**config.mk**
```make
export PLATFORM = sky130hd
export DESIGN_NAME = imem_refill_ctrl_flat
export DESIGN_NICKNAME = d
export VERILOG_FILES = /design/src/rtl/imem_refill_if.sv /design/src/rtl/imem_refill_ctrl.sv /design/src/flat_wrapper.sv
export SDC_FILE = /design/constraint.sdc
export NUM_CORES = 1
export LEC_CHECK = 0
export CAP_MARGIN = 20
export CORE_MARGIN = 4
export CORE_UTILIZATION = 42
export CTS_CLUSTER_DIAMETER = 150
export DETAILED_ROUTE_END_ITERATION = 10
export GPL_TIMING_DRIVEN = 0
export PLACE_DENSITY = 0.9
export SLEW_MARGIN = 30
export SYNTH_ARGS = -nofsm -noshare
export SYNTH_HDL_FRONTEND = slang
export SYNTH_SLANG_ARGS = --single-unit
```
**constraint.sdc**
```tcl
create_clock -name clk -period 1.48 [get_ports clk]
set_input_delay 0.37 -clock clk [delete_from_list [all_inputs] [get_ports clk]]
set_output_delay 0.37 -clock clk [all_outputs]
set_load 0.02 [all_outputs]
```
**src/rtl/imem_refill_if.sv**
```systemverilog
// imem_refill_if
// Bundles the miss-side handshake and the memory-side read bus of the
// instruction-memory refill engine.
//   miss_req, miss_addr         : core -> refill engine (miss request)
//   word_ready, word_out,
//   word_idx, refill_done, busy : refill engine -> core (refill results)
//   mem_re, mem_addr            : refill engine -> RAM (read strobe/address)
//   mem_rdata                   : RAM -> refill engine (data, one cycle later)
// Modport "slave" is the refill engine's view; "master" is the view of the
// environment (core plus backing RAM).
interface imem_refill_if #(
    parameter int WORD_W     = 32,
    parameter int ADDR_W     = 10,
    parameter int LINE_WORDS = 4
);
    localparam int IDX_W = $clog2(LINE_WORDS);

    logic              miss_req;
    logic [ADDR_W-1:0] miss_addr;
    logic              word_ready;
    logic [WORD_W-1:0] word_out;
    logic [IDX_W-1:0]  word_idx;
    logic              refill_done;
    logic              busy;
    logic              mem_re;
    logic [ADDR_W-1:0] mem_addr;
    logic [WORD_W-1:0] mem_rdata;

    modport slave (
        input  miss_req, miss_addr, mem_rdata,
        output word_ready, word_out, word_idx, refill_done, busy, mem_re, mem_addr
    );

    modport master (
        output miss_req, miss_addr, mem_rdata,
        input  word_ready, word_out, word_idx, refill_done, busy, mem_re, mem_addr
    );
endinterface

```
**src/rtl/imem_refill_ctrl.sv**
```systemverilog
// imem_refill_ctrl
// Refills one instruction-cache line from a synchronous-read RAM after a miss.
// Supports configurable line length, wait states before every read,
// optional critical-word-first ordering (wrapping inside the line), abort on
// miss_req falling, and a completion flag held until the miss is released.
// Ports:
//   clk : rising-edge clock
//   rst : synchronous active-high reset
//   bus : imem_refill_if.slave (miss handshake, refill results, RAM read bus)
module imem_refill_ctrl #(
    parameter int WORD_W      = 32,
    parameter int ADDR_W      = 10,
    parameter int LINE_WORDS  = 4,
    parameter int WAIT_CYCLES = 0,
    parameter int CWF         = 0
) (
    input  logic         clk,
    input  logic         rst,
    imem_refill_if.slave bus
);
    localparam int         IDX_W     = $clog2(LINE_WORDS);
    localparam logic [3:0] WAIT_LOAD = 4'(WAIT_CYCLES);
    localparam logic [IDX_W-1:0] LAST_BEAT = IDX_W'(LINE_WORDS - 1);

    typedef enum logic [2:0] {IDLE, WAIT, REQ, RESP, DONE} state_t;

    state_t                   state;
    // Line base is kept without its low index bits so that the read address
    // is a plain concatenation and can never carry out of the line.
    logic [ADDR_W-IDX_W-1:0]  line;
    logic [IDX_W-1:0]         offset;
    logic [IDX_W-1:0]         beat;
    logic [3:0]               wait_cnt;

    // Main FSM: accepts a miss, paces reads through optional wait states,
    // captures each returned word and flags completion. word_ready is a
    // one-cycle strobe, so it defaults low every cycle. Every non-idle state
    // abandons the refill as soon as miss_req drops (except DONE, which just
    // returns to IDLE), and a RESP cycle without miss_req captures nothing.
    always_ff @(posedge clk) begin
        if (rst) begin
            state          <= IDLE;
            line           <= '0;
            offset         <= '0;
            beat           <= '0;
            wait_cnt       <= '0;
            bus.word_ready <= 1'b0;
            bus.word_out   <= '0;
            bus.word_idx   <= '0;
        end else begin
            bus.word_ready <= 1'b0;
            case (state)
                IDLE: begin
                    if (bus.miss_req) begin
                        line     <= bus.miss_addr[ADDR_W-1:IDX_W];
                        offset   <= (CWF != 0) ? bus.miss_addr[IDX_W-1:0] : '0;
                        beat     <= '0;
                        wait_cnt <= WAIT_LOAD;
                        if (WAIT_CYCLES == 0) state <= REQ;
                        else                  state <= WAIT;
                    end
                end
                WAIT: begin
                    if (!bus.miss_req) begin
                        state <= IDLE;
                    end else begin
                        wait_cnt <= wait_cnt - 1'b1;
                        if (wait_cnt == 4'd1) state <= REQ;
                    end
                end
                REQ: begin
                    if (!bus.miss_req) state <= IDLE;
                    else               state <= RESP;
                end
                RESP: begin
                    if (!bus.miss_req) begin
                        state <= IDLE;
                    end else begin
                        bus.word_out   <= bus.mem_rdata;
                        bus.word_idx   <= offset;
                        bus.word_ready <= 1'b1;
                        // Offset is IDX_W bits wide, so the increment wraps
                        // inside the line for critical-word-first order.
                        offset         <= offset + 1'b1;
                        beat           <= beat + 1'b1;
                        wait_cnt       <= WAIT_LOAD;
                        if (beat == LAST_BEAT)     state <= DONE;
                        else if (WAIT_CYCLES == 0) state <= REQ;
                        else                       state <= WAIT;
                    end
                end
                DONE: begin
                    if (!bus.miss_req) state <= IDLE;
                end
                default: state <= IDLE;
            endcase
        end
    end

    // Read strobe, address and status are decoded straight from the state
    // register; mem_addr is forced to zero outside REQ so it is quiet on
    // the RAM bus and zero out of reset.
    assign bus.mem_re      = (state == REQ);
    assign bus.mem_addr    = (state == REQ) ? {line, offset} : '0;
    assign bus.busy        = (state != IDLE);
    assign bus.refill_done = (state == DONE);
endmodule

```
**src/flat_wrapper.sv**
```systemverilog
// flat-port wrapper written by rule: the top's interface ports become plain ports
module imem_refill_ctrl_flat 
#(
    parameter int WORD_W      = 32,
    parameter int ADDR_W      = 10,
    parameter int LINE_WORDS  = 4,
    parameter int WAIT_CYCLES = 0,
    parameter int CWF         = 0
)
  (clk, rst, bus_miss_req, bus_miss_addr, bus_mem_rdata, bus_word_ready, bus_word_out, bus_word_idx, bus_refill_done, bus_busy, bus_mem_re, bus_mem_addr);
  imem_refill_if #(.WORD_W(WORD_W), .ADDR_W(ADDR_W), .LINE_WORDS(LINE_WORDS)) bus_i ();
  input  logic clk;
  input  logic rst;
  input wire logic [$bits(bus_i.miss_req)-1:0] bus_miss_req;
  input wire logic [$bits(bus_i.miss_addr)-1:0] bus_miss_addr;
  input wire logic [$bits(bus_i.mem_rdata)-1:0] bus_mem_rdata;
  output wire logic [$bits(bus_i.word_ready)-1:0] bus_word_ready;
  output wire logic [$bits(bus_i.word_out)-1:0] bus_word_out;
  output wire logic [$bits(bus_i.word_idx)-1:0] bus_word_idx;
  output wire logic [$bits(bus_i.refill_done)-1:0] bus_refill_done;
  output wire logic [$bits(bus_i.busy)-1:0] bus_busy;
  output wire logic [$bits(bus_i.mem_re)-1:0] bus_mem_re;
  output wire logic [$bits(bus_i.mem_addr)-1:0] bus_mem_addr;
  assign bus_i.miss_req = bus_miss_req;
  assign bus_i.miss_addr = bus_miss_addr;
  assign bus_i.mem_rdata = bus_mem_rdata;
  assign bus_word_ready = bus_i.word_ready;
  assign bus_word_out = bus_i.word_out;
  assign bus_word_idx = bus_i.word_idx;
  assign bus_refill_done = bus_i.refill_done;
  assign bus_busy = bus_i.busy;
  assign bus_mem_re = bus_i.mem_re;
  assign bus_mem_addr = bus_i.mem_addr;
  imem_refill_ctrl #(.WORD_W(WORD_W), .ADDR_W(ADDR_W), .LINE_WORDS(LINE_WORDS), .WAIT_CYCLES(WAIT_CYCLES), .CWF(CWF)) u_core (.clk(clk), .rst(rst), .bus(bus_i));
endmodule
```
Yosys cells after proc, flatten, opt, wreduce, memory -nomap -nowiden --
Cells that the tools add are included.
Operators by class: add/subtract/negate cells 3, equality and inequality tests 12, multiplexer cells 18, bitwise gates (word level) 1, reduce and logical (&&, ||, !) cells 11
Operator list (count):
- 3-bit two-way mux | 6
- 3-bit one-hot mux with 5 select lines | 1
- 10-bit two-way mux | 1
- 3-bit AND reduction | 3
- 2-bit two-way mux | 4
- 4-bit two-way mux | 2
- 2-bit inequality test (second input constant) | 4
- 2-bit one-hot mux with 2 select lines | 2
- 4-bit one-hot mux with 2 select lines | 1
- 3-bit by 2-bit == test with 1-bit output (second input constant) | 2
- 2-bit by 1-bit adder with 2-bit output (second input constant) | 2
- 4-bit by 1-bit == test with 1-bit output (second input constant) | 1
- 2-bit AND reduction | 2
- 2-bit nonzero test | 2
- 2-bit OR reduction | 2
- 4-bit by 1-bit subtractor with 4-bit output (second input constant) | 1
- 3-bit by 1-bit == test with 1-bit output (second input constant) | 1
- 3-bit == test (second input constant) | 1
- 3-bit zero test | 1
- 3-bit by 2-bit inequality test with 1-bit output (second input constant) | 1
- 3-bit nonzero test | 1
- 2-bit == test (second input constant) | 1
- 2-bit by 1-bit inequality test with 1-bit output (second input constant) | 1
- 1-bit two-way mux | 1
- 1-bit inverter | 1
Word-level totals: register bits after elaboration 54, bits of input ports 45, logic and storage cells 53

Logic depth before layout (Yosys ltp) --
Gate-level depths: netlist (run 1).
word-level depth 4, mapped depth 5

Worst setup path after synthesis (run 1) --
No wires, ideal clock.
path kind register -> output, start register u_core.state[1], end output bus_mem_addr[0], data arrival time 1.293 ns, data required time 1.110 ns, path slack -0.183 ns, stages on the path, launching flop included 5, buffers on the path 1, cell sequence dfxtp_1 > inv_2 > nor3_1 > clkbuf_1 > and2_1
On the way: longest elaborated chain between the ends 2
RTL lines:
- start, declared | line imem_refill_ctrl.sv:27 | state_t state;
- start signal, assigned | line imem_refill_ctrl.sv:42 | state <= IDLE;
- start signal, assigned | line imem_refill_ctrl.sv:59 | if (WAIT_CYCLES == 0) state <= REQ;
- start signal, assigned | line imem_refill_ctrl.sv:60 | else state <= WAIT;
- 3-bit by 2-bit == test with 1-bit output
- net bus_mem_re | line flat_wrapper.sv:22 | output wire logic [$bits(bus_i.mem_re)-1:0] bus_mem_re;
- 10-bit two-way mux | line imem_refill_ctrl.sv:104 | assign bus.mem_addr = (state == REQ) ? {line, offset} : '0;
- end, declared | line flat_wrapper.sv:23 | output wire logic [$bits(bus_i.mem_addr)-1:0] bus_mem_addr;
The timed path passes the listed nets, and every way through them passes these cells.

Final worst setup path (run 1) --
start register u_core.state[1], end output bus_mem_addr[5]
On the way: longest elaborated chain between the ends 2
RTL lines (line):
- 3-bit by 2-bit == test with 1-bit output | imem_refill_ctrl.sv:104
- 10-bit two-way mux | imem_refill_ctrl.sv:104
Every way passes these cells.

==> impl_results.html, run 1 <==
<table>
<tr><th>Metric</th><th>Value</th></tr>
<tr><th colspan="2">Finish</th></tr>
<tr><td>Ratio of cells with drive above 1 in the final layout</td><td>24.2%</td></tr>
<tr><td>Number of inserted filler cells in the final layout</td><td>406</td></tr>
<tr><td>Final antenna diode count</td><td>0</td></tr>
<tr><td>Final cell utilization of the core</td><td>72.6%</td></tr>
<tr><td>Area growth from synthesis to layout</td><td>67.2%</td></tr>
<tr><td>Net total in the final layout</td><td>444</td></tr>
<tr><td>Area used by multi-input combinational logic</td><td>approximately 0.0012 mm²</td></tr>
<tr><td>Area used by sequential logic in the layout</td><td>0.00109 mm²</td></tr>
<tr><th colspan="2">Placed design</th></tr>
<tr><td>Placement Setup Slack</td><td>-0.682 ns</td></tr>
<tr><td>Detail Placement HPWL</td><td>4.29 mm</td></tr>
<tr><td>Final weighted congestion in routability-driven placement</td><td>0.864</td></tr>
<tr><td>Quantity of I/O buffers inserted on ports</td><td>89</td></tr>
<tr><th colspan="2">STA</th></tr>
<tr><td>Final setup skew</td><td>roughly 0.0030 ns</td></tr>
<tr><td>Achievable clock frequency</td><td>535 MHz</td></tr>
<tr><td>Post-layout worst setup margin</td><td>-0.390 ns</td></tr>
<tr><td>Worst slew pin tran</td><td>0.598 ns</td></tr>
<tr><td>Ratio of final minimum period to clock period</td><td>126%</td></tr>
<tr><td>Crit path time final</td><td>1.87 ns</td></tr>
<tr><td>Final setup fails</td><td>23</td></tr>
<tr><td>Number of hold-slack violations in the final timing report</td><td>0</td></tr>
<tr><td>Headroom to the max-slew limit</td><td>60.1%</td></tr>
<tr><td>Min Hold Slack</td><td>approximately 0.45 ns</td></tr>
<tr><td>RSZ-0062 raised after global routing</td><td>true</td></tr>
<tr><td>Slew Limit Fails</td><td>0</td></tr>
<tr><th colspan="2">Global route</th></tr>
<tr><td>GRT Residual Overflow</td><td>0</td></tr>
<tr><td>Total global routing track utilization</td><td>19.4%</td></tr>
<tr><td>Initial antenna violation count</td><td>0</td></tr>
<tr><td>Maximum number of pins on one net before global-route repair</td><td>16</td></tr>
<tr><td>Vias in the first global route</td><td>around 2,100</td></tr>
<tr><td>Global-route wire length before repair</td><td>~9.8 mm</td></tr>
<tr><th colspan="2">Logic synthesis</th></tr>
<tr><td>Synth top area cells</td><td>sky130_fd_sc_hd__dfxtp_1, sky130_fd_sc_hd__nand2_1, sky130_fd_sc_hd__a21oi_1</td></tr>
<tr><td>FF+latch count, synth</td><td>54</td></tr>
<tr><td>Number of flops mapped to enable cells by yosys</td><td>0</td></tr>
<tr><td>Most frequent cell after synthesis</td><td>sky130_fd_sc_hd__nand2_1</td></tr>
<tr><td>Cell types with the highest counts after synthesis</td><td>sky130_fd_sc_hd__nand2_1, sky130_fd_sc_hd__dfxtp_1, sky130_fd_sc_hd__a21oi_1</td></tr>
<tr><td>Cell accounting for the most synthesized area</td><td>sky130_fd_sc_hd__dfxtp_1</td></tr>
<tr><td>Number of distinct standard cells referenced by the synthesized netlist</td><td>33</td></tr>
<tr><td>Warning count from the yosys run</td><td>0</td></tr>
<tr><td>Gate count of the mapped netlist</td><td>276</td></tr>
<tr><td>Post-Synthesis Net Count</td><td>324</td></tr>
<tr><td>Area of the mapped netlist</td><td>0.00222 mm²</td></tr>
<tr><td>Predominant post-synthesis flop cell</td><td>sky130_fd_sc_hd__dfxtp_1</td></tr>
<tr><td>Fraction of the yosys area taken by sequential cells</td><td>48.8%</td></tr>
<tr><td>Syn Area/Cell</td><td>8.03 µm²</td></tr>
<tr><td>Share of synthesized flip-flops with an asynchronous set or reset</td><td>0%</td></tr>
<tr><td>Share of the synthesized area in the top cell type</td><td>48.8%</td></tr>
<tr><th colspan="2">Routing</th></tr>
<tr><td>Number of search-and-repair iterations in the first detailed-routing pass</td><td>4</td></tr>
<tr><td>Number of remaining DRC errors</td><td>0</td></tr>
<tr><td>Number of routed nets with antenna violations</td><td>0</td></tr>
<tr><td>Vias</td><td>about 2,400</td></tr>
<tr><td>Via-to-Cell Ratio</td><td>5.10</td></tr>
<tr><td>Average wire length per cell after detail routing</td><td>15.3 µm</td></tr>
<tr><td>DRC marker count from the first detailed-route iteration</td><td>105</td></tr>
<tr><td>Routed wire length</td><td>between 7 and 8 mm</td></tr>
<tr><th colspan="2">Min path</th></tr>
<tr><td>Hold crit path type</td><td>reg2reg</td></tr>
<tr><th colspan="2">Clocking</th></tr>
<tr><td>Clock latency of the later-clocked register in the worst-skew pair</td><td>around 0.30 ns</td></tr>
<tr><td>TritonCTS clock tree</td><td>done</td></tr>
<tr><td>Clock-pin slew on the worst setup and hold paths</td><td>0.09 ns</td></tr>
<tr><td>H-tree levels</td><td>2</td></tr>
<tr><td>Deepest clock path buffer count</td><td>2</td></tr>
<tr><td>CTS buffer count</td><td>5</td></tr>
<tr><td>Count of clock tree sinks</td><td>54</td></tr>
<tr><td>Root buffer cell</td><td>sky130_fd_sc_hd__clkbuf_8</td></tr>
<tr><td>Hold-fix buffers, CTS</td><td>0</td></tr>
<tr><th colspan="2">Worst setup path</th></tr>
<tr><td>Worst r2r path cells</td><td>6</td></tr>
<tr><td>Cell family with most CP delay</td><td>buffers and inverters</td></tr>
<tr><td>Kind of critical path</td><td>reg2out</td></tr>
<tr><td>Chain of cells forming the critical path</td><td>inv_4 &gt; nor3_4 &gt; clkbuf_8 &gt; buf_6 &gt; and2_4 &gt; buf_6</td></tr>
<tr><td>Reg2reg end</td><td>u_core.line[4]</td></tr>
<tr><td>Worst Setup End Kind</td><td>output port</td></tr>
<tr><td>WP buf/inv</td><td>4</td></tr>
<tr><td>Crit path DAT</td><td>1.50 ns</td></tr>
<tr><td>Crit path max-delay cell type</td><td>sky130_fd_sc_hd__dfxtp_4</td></tr>
<tr><td>Destination of the critical timing path</td><td>bus_mem_addr[5]</td></tr>
<tr><td>Internal reg-to-reg setup slack</td><td>-0.10 ns</td></tr>
<tr><td>Delay of the slowest cell on the worst path</td><td>0.38 ns</td></tr>
<tr><td>Most used cell along the critical path</td><td>sky130_fd_sc_hd__buf_6</td></tr>
<tr><td>First element of the critical path</td><td>u_core.state[1]</td></tr>
<tr><td>Startpoint types</td><td>register</td></tr>
<tr><td>Critical register-to-register path startpoint</td><td>u_core.state[1]</td></tr>
<tr><td>Largest fanout on the critical path</td><td>7</td></tr>
<tr><td>Required time at the endpoint of the critical path</td><td>between 1 and 1.5 ns</td></tr>
<tr><td>Number of logic stages on the critical path including buffering</td><td>6</td></tr>
<tr><th colspan="2">Pwr</th></tr>
<tr><td>Switching power</td><td>a little over 0.7 mW</td></tr>
<tr><td>Cell internal power dissipation</td><td>2.31 mW</td></tr>
<tr><td>Clock network fraction of design power</td><td>roughly 33%</td></tr>
<tr><td>Combinational fraction of design power</td><td>17.2%</td></tr>
<tr><td>Sequential group share of total power</td><td>a little under 50%</td></tr>
<tr><td>Worst ir drop on vdd</td><td>0.514 mV</td></tr>
<tr><td>Sw frac</td><td>a little under a quarter</td></tr>
<tr><td>Static leakage</td><td>1.57 nW</td></tr>
<tr><td>Power per cell area</td><td>816 mW/mm²</td></tr>
<tr><th colspan="2">Floorplan</th></tr>
<tr><td>Die area</td><td>0.00651 mm²</td></tr>
<tr><td>Placement Rows</td><td>26</td></tr>
<tr><td>Total core area</td><td>0.00511 mm²</td></tr>
<tr><td>Chip height</td><td>80.7 µm</td></tr>
<tr><td>Top Ports</td><td>93</td></tr>
<tr><td>Overall die width</td><td>around 81 µm</td></tr>
<tr><td>Effective utilization at floorplan</td><td>43.4%</td></tr>
<tr><th colspan="2">Outcome</th></tr>
<tr><td>Violated checks</td><td>setup timing</td></tr>
<tr><td>Result of the run</td><td>finished, violations left</td></tr>
<tr><th colspan="2">Run</th></tr>
<tr><td>Max Cap Violations</td><td>0</td></tr>
</table>
-- cell usage in the layout (no fill, tap or decap), types with 3 or more instances in the layout --
cell                              netlist  final
sky130_fd_sc_hd__a21oi_2                0      9
sky130_fd_sc_hd__buf_4                  5     20
sky130_fd_sc_hd__nand2b_1               3      3
sky130_fd_sc_hd__nor4bb_1               3      3
sky130_fd_sc_hd__o21ai_0               10     10
sky130_fd_sc_hd__dlygate4sd2_1          0     36
sky130_fd_sc_hd__buf_8                  0      4
sky130_fd_sc_hd__nor2_1                 6      6
sky130_fd_sc_hd__clkbuf_1               7      6
sky130_fd_sc_hd__dfxtp_1               54     51
sky130_fd_sc_hd__ha_1                   3      3
sky130_fd_sc_hd__nor2b_1                5      5
sky130_fd_sc_hd__clkbuf_8               0      7
sky130_fd_sc_hd__a21oi_1               48     39
sky130_fd_sc_hd__buf_6                  0     23
sky130_fd_sc_hd__and2_4                 0      9
sky130_fd_sc_hd__nand2_1               87     79
sky130_fd_sc_hd__nand2_2                0      6
sky130_fd_sc_hd__clkdlybuf4s50_1        0     40
-- logic make-up after synthesis --
| family | count (synthesis) | synth area share (%) |
|---|---|---|
| flops | 54 | 48.8 |
| fa+ha+maj | 3 | 1.69 |
| compound gates | 67 | 16.0 |
| buf+inv | 22 | 4.97 |
| xor+xnor | 1 | 0.395 |
| simple gates | 129 | 28.2 |
-- final cells by class --
class	count	share of cell area, %
multi-input cells	200	31.2
flip-flops and latches	54	29.4
repair buffers	113	29.1
plain buffers	19	4.52
well taps	70	2.36
clock buffers	6	2.23
clock inverters	1	0.810
inverters	3	0.371
-- metal layers --
metal  up-vias  share of wire, %  wire length [µm]  global-route usage [%]
li1       1155                 -                 -                       -
met1      1102                41              2910                    22.4
met2       106                50              3580                    34.1
met3        14               7.1               504                    4.93
met4         0               2.1               148                    7.77
met5         -                 0                 0                       0
-- per-stage QoR --
stage          total power, mW  setup TNS, ns  cells  cell area (µm²)
6_report                  3.03          -5.21    466             3710
4_1_cts                   2.91          -3.93    452             3440
3_3_place_gp              1.88         -31.68    435             3210
3_5_place_dp              1.89         -33.04    435             3210
5_1_grt                   3.13          -7.62    466             3710
2_1_floorplan             1.70       -0.00586    276             2240
-- worst reg2reg max path, cell delays in order, from the launching register on --
cell,delay (ns)
sky130_fd_sc_hd__dfxtp_4,0.37
sky130_fd_sc_hd__buf_6,0.13
sky130_fd_sc_hd__buf_6,0.12
sky130_fd_sc_hd__or4b_4,0.56
sky130_fd_sc_hd__buf_6,0.15
sky130_fd_sc_hd__nand2_1,0.06
sky130_fd_sc_hd__a21oi_1,0.06
-- worst min path at each step --
| stage | from | to | slack (ns) | depth (start not counted) |
|---|---|---|---|---|
| CTS | u_core.line[7] | u_core.line[7] | 0.46 | 2 |
| floorplan | u_core.line[0] | u_core.line[0] | 0.43 | 2 |
| finish | u_core.bus.word_out[29] | u_core.bus.word_out[29] | 0.45 | 2 |
| global route | u_core.bus.word_out[5] | u_core.bus.word_out[5] | 0.47 | 2 |
| global placement | u_core.line[3] | u_core.line[3] | 0.44 | 2 |
| detailed placement | u_core.line[0] | u_core.line[0] | 0.44 | 2 |
-- power by group through the flow --
stage | sequential [mW] | combinational (mW) | clock, mW
final | 1.50 | 0.519 | 1.00
after CTS | 1.50 | 0.403 | 1.01
after global routing | 1.51 | 0.550 | 1.07
after global placement | 1.53 | 0.351 | 0
after detailed placement | 1.53 | 0.356 | 0
after floorplan | 1.54 | 0.158 | 0
-- flip-flops by register name (all words and copies together), names as in the netlist --
signal and flops:
u_core.wait_cnt 4, u_core.bus.word_out 32, u_core.offset 2, u_core.beat 2
u_core.line 8, u_core.bus.word_ready 1, u_core.state 3, u_core.bus.word_idx 2
-- repair_timing --
item	CTS	global route
setup buffers	10	16
endpoints found under the setup margin	93	23
gates resized for setup	135	50
pin swaps	8	24
hold endpoints to repair	0	0
cloned	0	1
No activity file was read; power rests on OpenSTA's default activity.
==> inputs of run 2 (changes only) <==
GPL_ROUTABILITY_DRIVEN = 0   (was unset)
SLEW_MARGIN = 20   (was 30)
clock period = 2 ns   (was 1.48 ns; I/O delays follow)
==> impl_results.html, run 2 (synthesized netlist as in run 1, its figures left out) <==
<table>
<tr><th>Metric</th><th>Value</th></tr>
<tr><th colspan="2">Worst setup path</th></tr>
<tr><td>Delay of the slowest cell on the worst path</td><td>roughly 0.35 ns</td></tr>
<tr><td>Crit path DAT</td><td>1.45 ns</td></tr>
<tr><td>Most used cell along the critical path</td><td>sky130_fd_sc_hd__buf_2</td></tr>
<tr><td>Startpoint types</td><td>register</td></tr>
<tr><td>Worst r2r path cells</td><td>5</td></tr>
<tr><td>Critical register-to-register path startpoint</td><td>u_core.state[1]</td></tr>
<tr><td>Crit path max-delay cell type</td><td>sky130_fd_sc_hd__dfxtp_2</td></tr>
<tr><td>Cell family with most CP delay</td><td>buffers and inverters</td></tr>
<tr><td>Kind of critical path</td><td>reg2out</td></tr>
<tr><td>Reg2reg end</td><td>u_core.beat[1]</td></tr>
<tr><td>WP buf/inv</td><td>3</td></tr>
<tr><td>Worst Setup End Kind</td><td>output port</td></tr>
<tr><td>Chain of cells forming the critical path</td><td>buf_6 &gt; nor3_4 &gt; buf_2 &gt; and2_1 &gt; buf_2</td></tr>
<tr><td>Required time at the endpoint of the critical path</td><td>1.50 ns</td></tr>
<tr><td>Internal reg-to-reg setup slack</td><td>0.52 ns</td></tr>
<tr><td>Largest fanout on the critical path</td><td>10</td></tr>
<tr><th colspan="2">Placed design</th></tr>
<tr><td>Inst Count DP</td><td>435</td></tr>
<tr><td>Detail Placement HPWL</td><td>approximately 4.3 mm</td></tr>
<tr><td>Quantity of I/O buffers inserted on ports</td><td>89</td></tr>
<tr><th colspan="2">Clocking</th></tr>
<tr><td>H-tree levels</td><td>2</td></tr>
<tr><td>Clock latency of the later-clocked register in the worst-skew pair</td><td>about 0.30 ns</td></tr>
<tr><td>Root buffer cell</td><td>sky130_fd_sc_hd__clkbuf_8</td></tr>
<tr><td>TritonCTS clock tree</td><td>done</td></tr>
<tr><td>Count of clock tree sinks</td><td>54</td></tr>
<tr><td>Clock-pin slew on the worst setup and hold paths</td><td>0.09 ns</td></tr>
<tr><td>CTS buffer count</td><td>5</td></tr>
<tr><td>Deepest clock path buffer count</td><td>2</td></tr>
<tr><th colspan="2">Floorplan</th></tr>
<tr><td>Die area</td><td>0.00651 mm²</td></tr>
<tr><td>Chip height</td><td>80.7 µm</td></tr>
<tr><td>Total core area</td><td>0.00511 mm²</td></tr>
<tr><td>Overall die width</td><td>80.7 µm</td></tr>
<tr><td>Effective utilization at floorplan</td><td>43.4%</td></tr>
<tr><td>Placement Rows</td><td>26</td></tr>
<tr><td>Top Ports</td><td>93</td></tr>
<tr><th colspan="2">Global route</th></tr>
<tr><td>Total global routing track utilization</td><td>18.0%</td></tr>
<tr><td>Initial antenna violation count</td><td>0</td></tr>
<tr><td>Global-route wire length before repair</td><td>9.26 mm</td></tr>
<tr><td>Vias in the first global route</td><td>2,098</td></tr>
<tr><td>GRT Residual Overflow</td><td>0</td></tr>
<tr><td>Maximum number of pins on one net before global-route repair</td><td>16</td></tr>
<tr><th colspan="2">Routing</th></tr>
<tr><td>Number of remaining DRC errors</td><td>0</td></tr>
<tr><td>Average wire length per cell after detail routing</td><td>13.1 µm</td></tr>
<tr><td>DRC marker count from the first detailed-route iteration</td><td>78</td></tr>
<tr><td>Vias</td><td>2,180</td></tr>
<tr><td>Via-to-Cell Ratio</td><td>4.90</td></tr>
<tr><td>Number of search-and-repair iterations in the first detailed-routing pass</td><td>5</td></tr>
<tr><td>Number of routed nets with antenna violations</td><td>0</td></tr>
<tr><td>Routed wire length</td><td>about 6 mm</td></tr>
<tr><th colspan="2">Finish</th></tr>
<tr><td>Non-Filler Instances</td><td>approximately 450</td></tr>
<tr><td>Commonest non-fill, non-tap cells in the layout</td><td>sky130_fd_sc_hd__nand2_1, sky130_fd_sc_hd__clkdlybuf4s50_1, sky130_fd_sc_hd__dfxtp_1</td></tr>
<tr><td>Ratio of cells with drive above 1 in the final layout</td><td>between 10% and 20%</td></tr>
<tr><td>Area used by multi-input combinational logic</td><td>0.00104 mm²</td></tr>
<tr><td>Area used by sequential logic in the layout</td><td>0.00109 mm²</td></tr>
<tr><td>Largest register FFs</td><td>32</td></tr>
<tr><td>Registers with the most flip-flops</td><td>u_core.bus.word_out x32, u_core.line x8, u_core.wait_cnt x4</td></tr>
<tr><td>Final antenna diode count</td><td>0</td></tr>
<tr><td>Area growth from synthesis to layout</td><td>50.8%</td></tr>
<tr><td>Number of inserted filler cells in the final layout</td><td>456</td></tr>
<tr><td>Commonest non-fill, non-tap cell in the layout</td><td>sky130_fd_sc_hd__nand2_1</td></tr>
<tr><td>Register with the most flip-flops</td><td>u_core.bus.word_out</td></tr>
<tr><td>Net total in the final layout</td><td>423</td></tr>
<tr><th colspan="2">STA</th></tr>
<tr><td>Slew Limit Fails</td><td>0</td></tr>
<tr><td>Headroom to the max-slew limit</td><td>70.1%</td></tr>
<tr><td>Achievable clock frequency</td><td>514 MHz</td></tr>
<tr><td>Worst slew pin tran</td><td>0.447 ns</td></tr>
<tr><td>Number of hold-slack violations in the final timing report</td><td>0</td></tr>
<tr><td>Ratio of final minimum period to clock period</td><td>97.3%</td></tr>
<tr><td>Final setup skew</td><td>0.00877 ns</td></tr>
<tr><td>Crit path time final</td><td>roughly 1.9 ns</td></tr>
<tr><td>Final setup fails</td><td>0</td></tr>
<tr><th colspan="2">Run</th></tr>
<tr><td>Max Cap Violations</td><td>0</td></tr>
<tr><th colspan="2">Pwr</th></tr>
<tr><td>Sum of internal, switching and leakage power</td><td>2.10 mW</td></tr>
<tr><td>Static leakage</td><td>1.21 nW</td></tr>
<tr><td>Worst ir drop on vdd</td><td>0.509 mV</td></tr>
<tr><td>Power per cell area</td><td>~630 mW/mm²</td></tr>
<tr><th colspan="2">Min path</th></tr>
<tr><td>Hold crit path type</td><td>reg2reg</td></tr>
<tr><td>Worst hold path depth</td><td>2</td></tr>
<tr><td>Terminating pin of the worst hold path</td><td>u_core.bus.word_out[7]</td></tr>
<tr><td>Min-Delay Startpoint</td><td>u_core.bus.word_out[7]</td></tr>
<tr><th colspan="2">Outcome</th></tr>
<tr><td>Result of the run</td><td>complete, no violations</td></tr>
</table>
[run 2: worst max-delay path by stage]
| stage | slack, ns | depth (start not counted) | start | end |
|---|---|---|---|---|
| after floorplan | 0.21 | 4 | u_core.state[1] | bus_mem_addr[0] |
| after CTS | 0.005 | 3 | u_core.state[0] | bus_busy |
| after detailed placement | -0.38 | 5 | u_core.state[1] | bus_mem_addr[7] |
| final | 0.05 | 5 | u_core.state[2] | bus_mem_addr[5] |
| after global placement | -0.34 | 5 | u_core.state[1] | bus_mem_addr[4] |
| after global routing | -0.003 | 5 | u_core.state[2] | bus_mem_addr[6] |
[run 2: worst reg2reg max path, stage by stage, from the launching register on]
cell and delay [ns]:
sky130_fd_sc_hd__dfxtp_4 0.37, sky130_fd_sc_hd__buf_4 0.14, sky130_fd_sc_hd__or4b_1 0.49, sky130_fd_sc_hd__buf_2 0.19, sky130_fd_sc_hd__nand3_1 0.09, sky130_fd_sc_hd__a21oi_1 0.08
[run 2: per-stage QoR]
stage	utilization, %	TNS (ns)	setup slack [ns]	hold WS [ns]	instance area, µm²
finish	65.5	0	0.0544	0.458	3340
global route	65.5	-0.00328	-0.00328	0.473	3340
CTS	65.1	0	0.00532	0.459	3320
detailed placement	62.6	-8.60	-0.379	0.445	3200
global placement	62.6	-6.27	-0.339	0.437	3200
floorplan	-	0	0.207	0.432	2220
[run 2: cell type report]
cell class,count,share of cell area [%]
sequential,54,32.6
multi-input combinational,200,31.2
timing repair buffer,92,26.5
buffer,19,3.44
tap,70,2.62
clock buffer,6,2.47
clock inverter,1,0.898
inverter,3,0.337
[run 2: timing repair]
action | 4_1_cts | 5_1_grt
gates resized for setup | 67 | 5
setup endpoints to repair | 13 | 13
endpoints found under the hold margin | 0 | 0
hold buffers | 0 | 0
cloned | 1 | 0
setup buffers | 0 | 2
pin swaps | 1 | 1
[run 2: layer usage]
| layer | vias to the layer above | part of all wire [%] | global-route usage [%] |
|---|---|---|---|
| met5 | - | 0 | 0 |
| met4 | 0 | 1.6 | 5.07 |
| met3 | 9 | 6.5 | 4.71 |
| met2 | 64 | 50 | 32.9 |
| met1 | 997 | 42 | 20.5 |
| li1 | 1110 | - | - |
[run 2: power breakdown]
part / switching, mW / total (mW) / internal (mW)
combinational: 0.123 / 0.266 / 0.143
clock: 0.328 / 0.728 / 0.401
sequential: 0.0137 / 1.11 / 1.09
total: 0.464 / 2.10 / 1.64
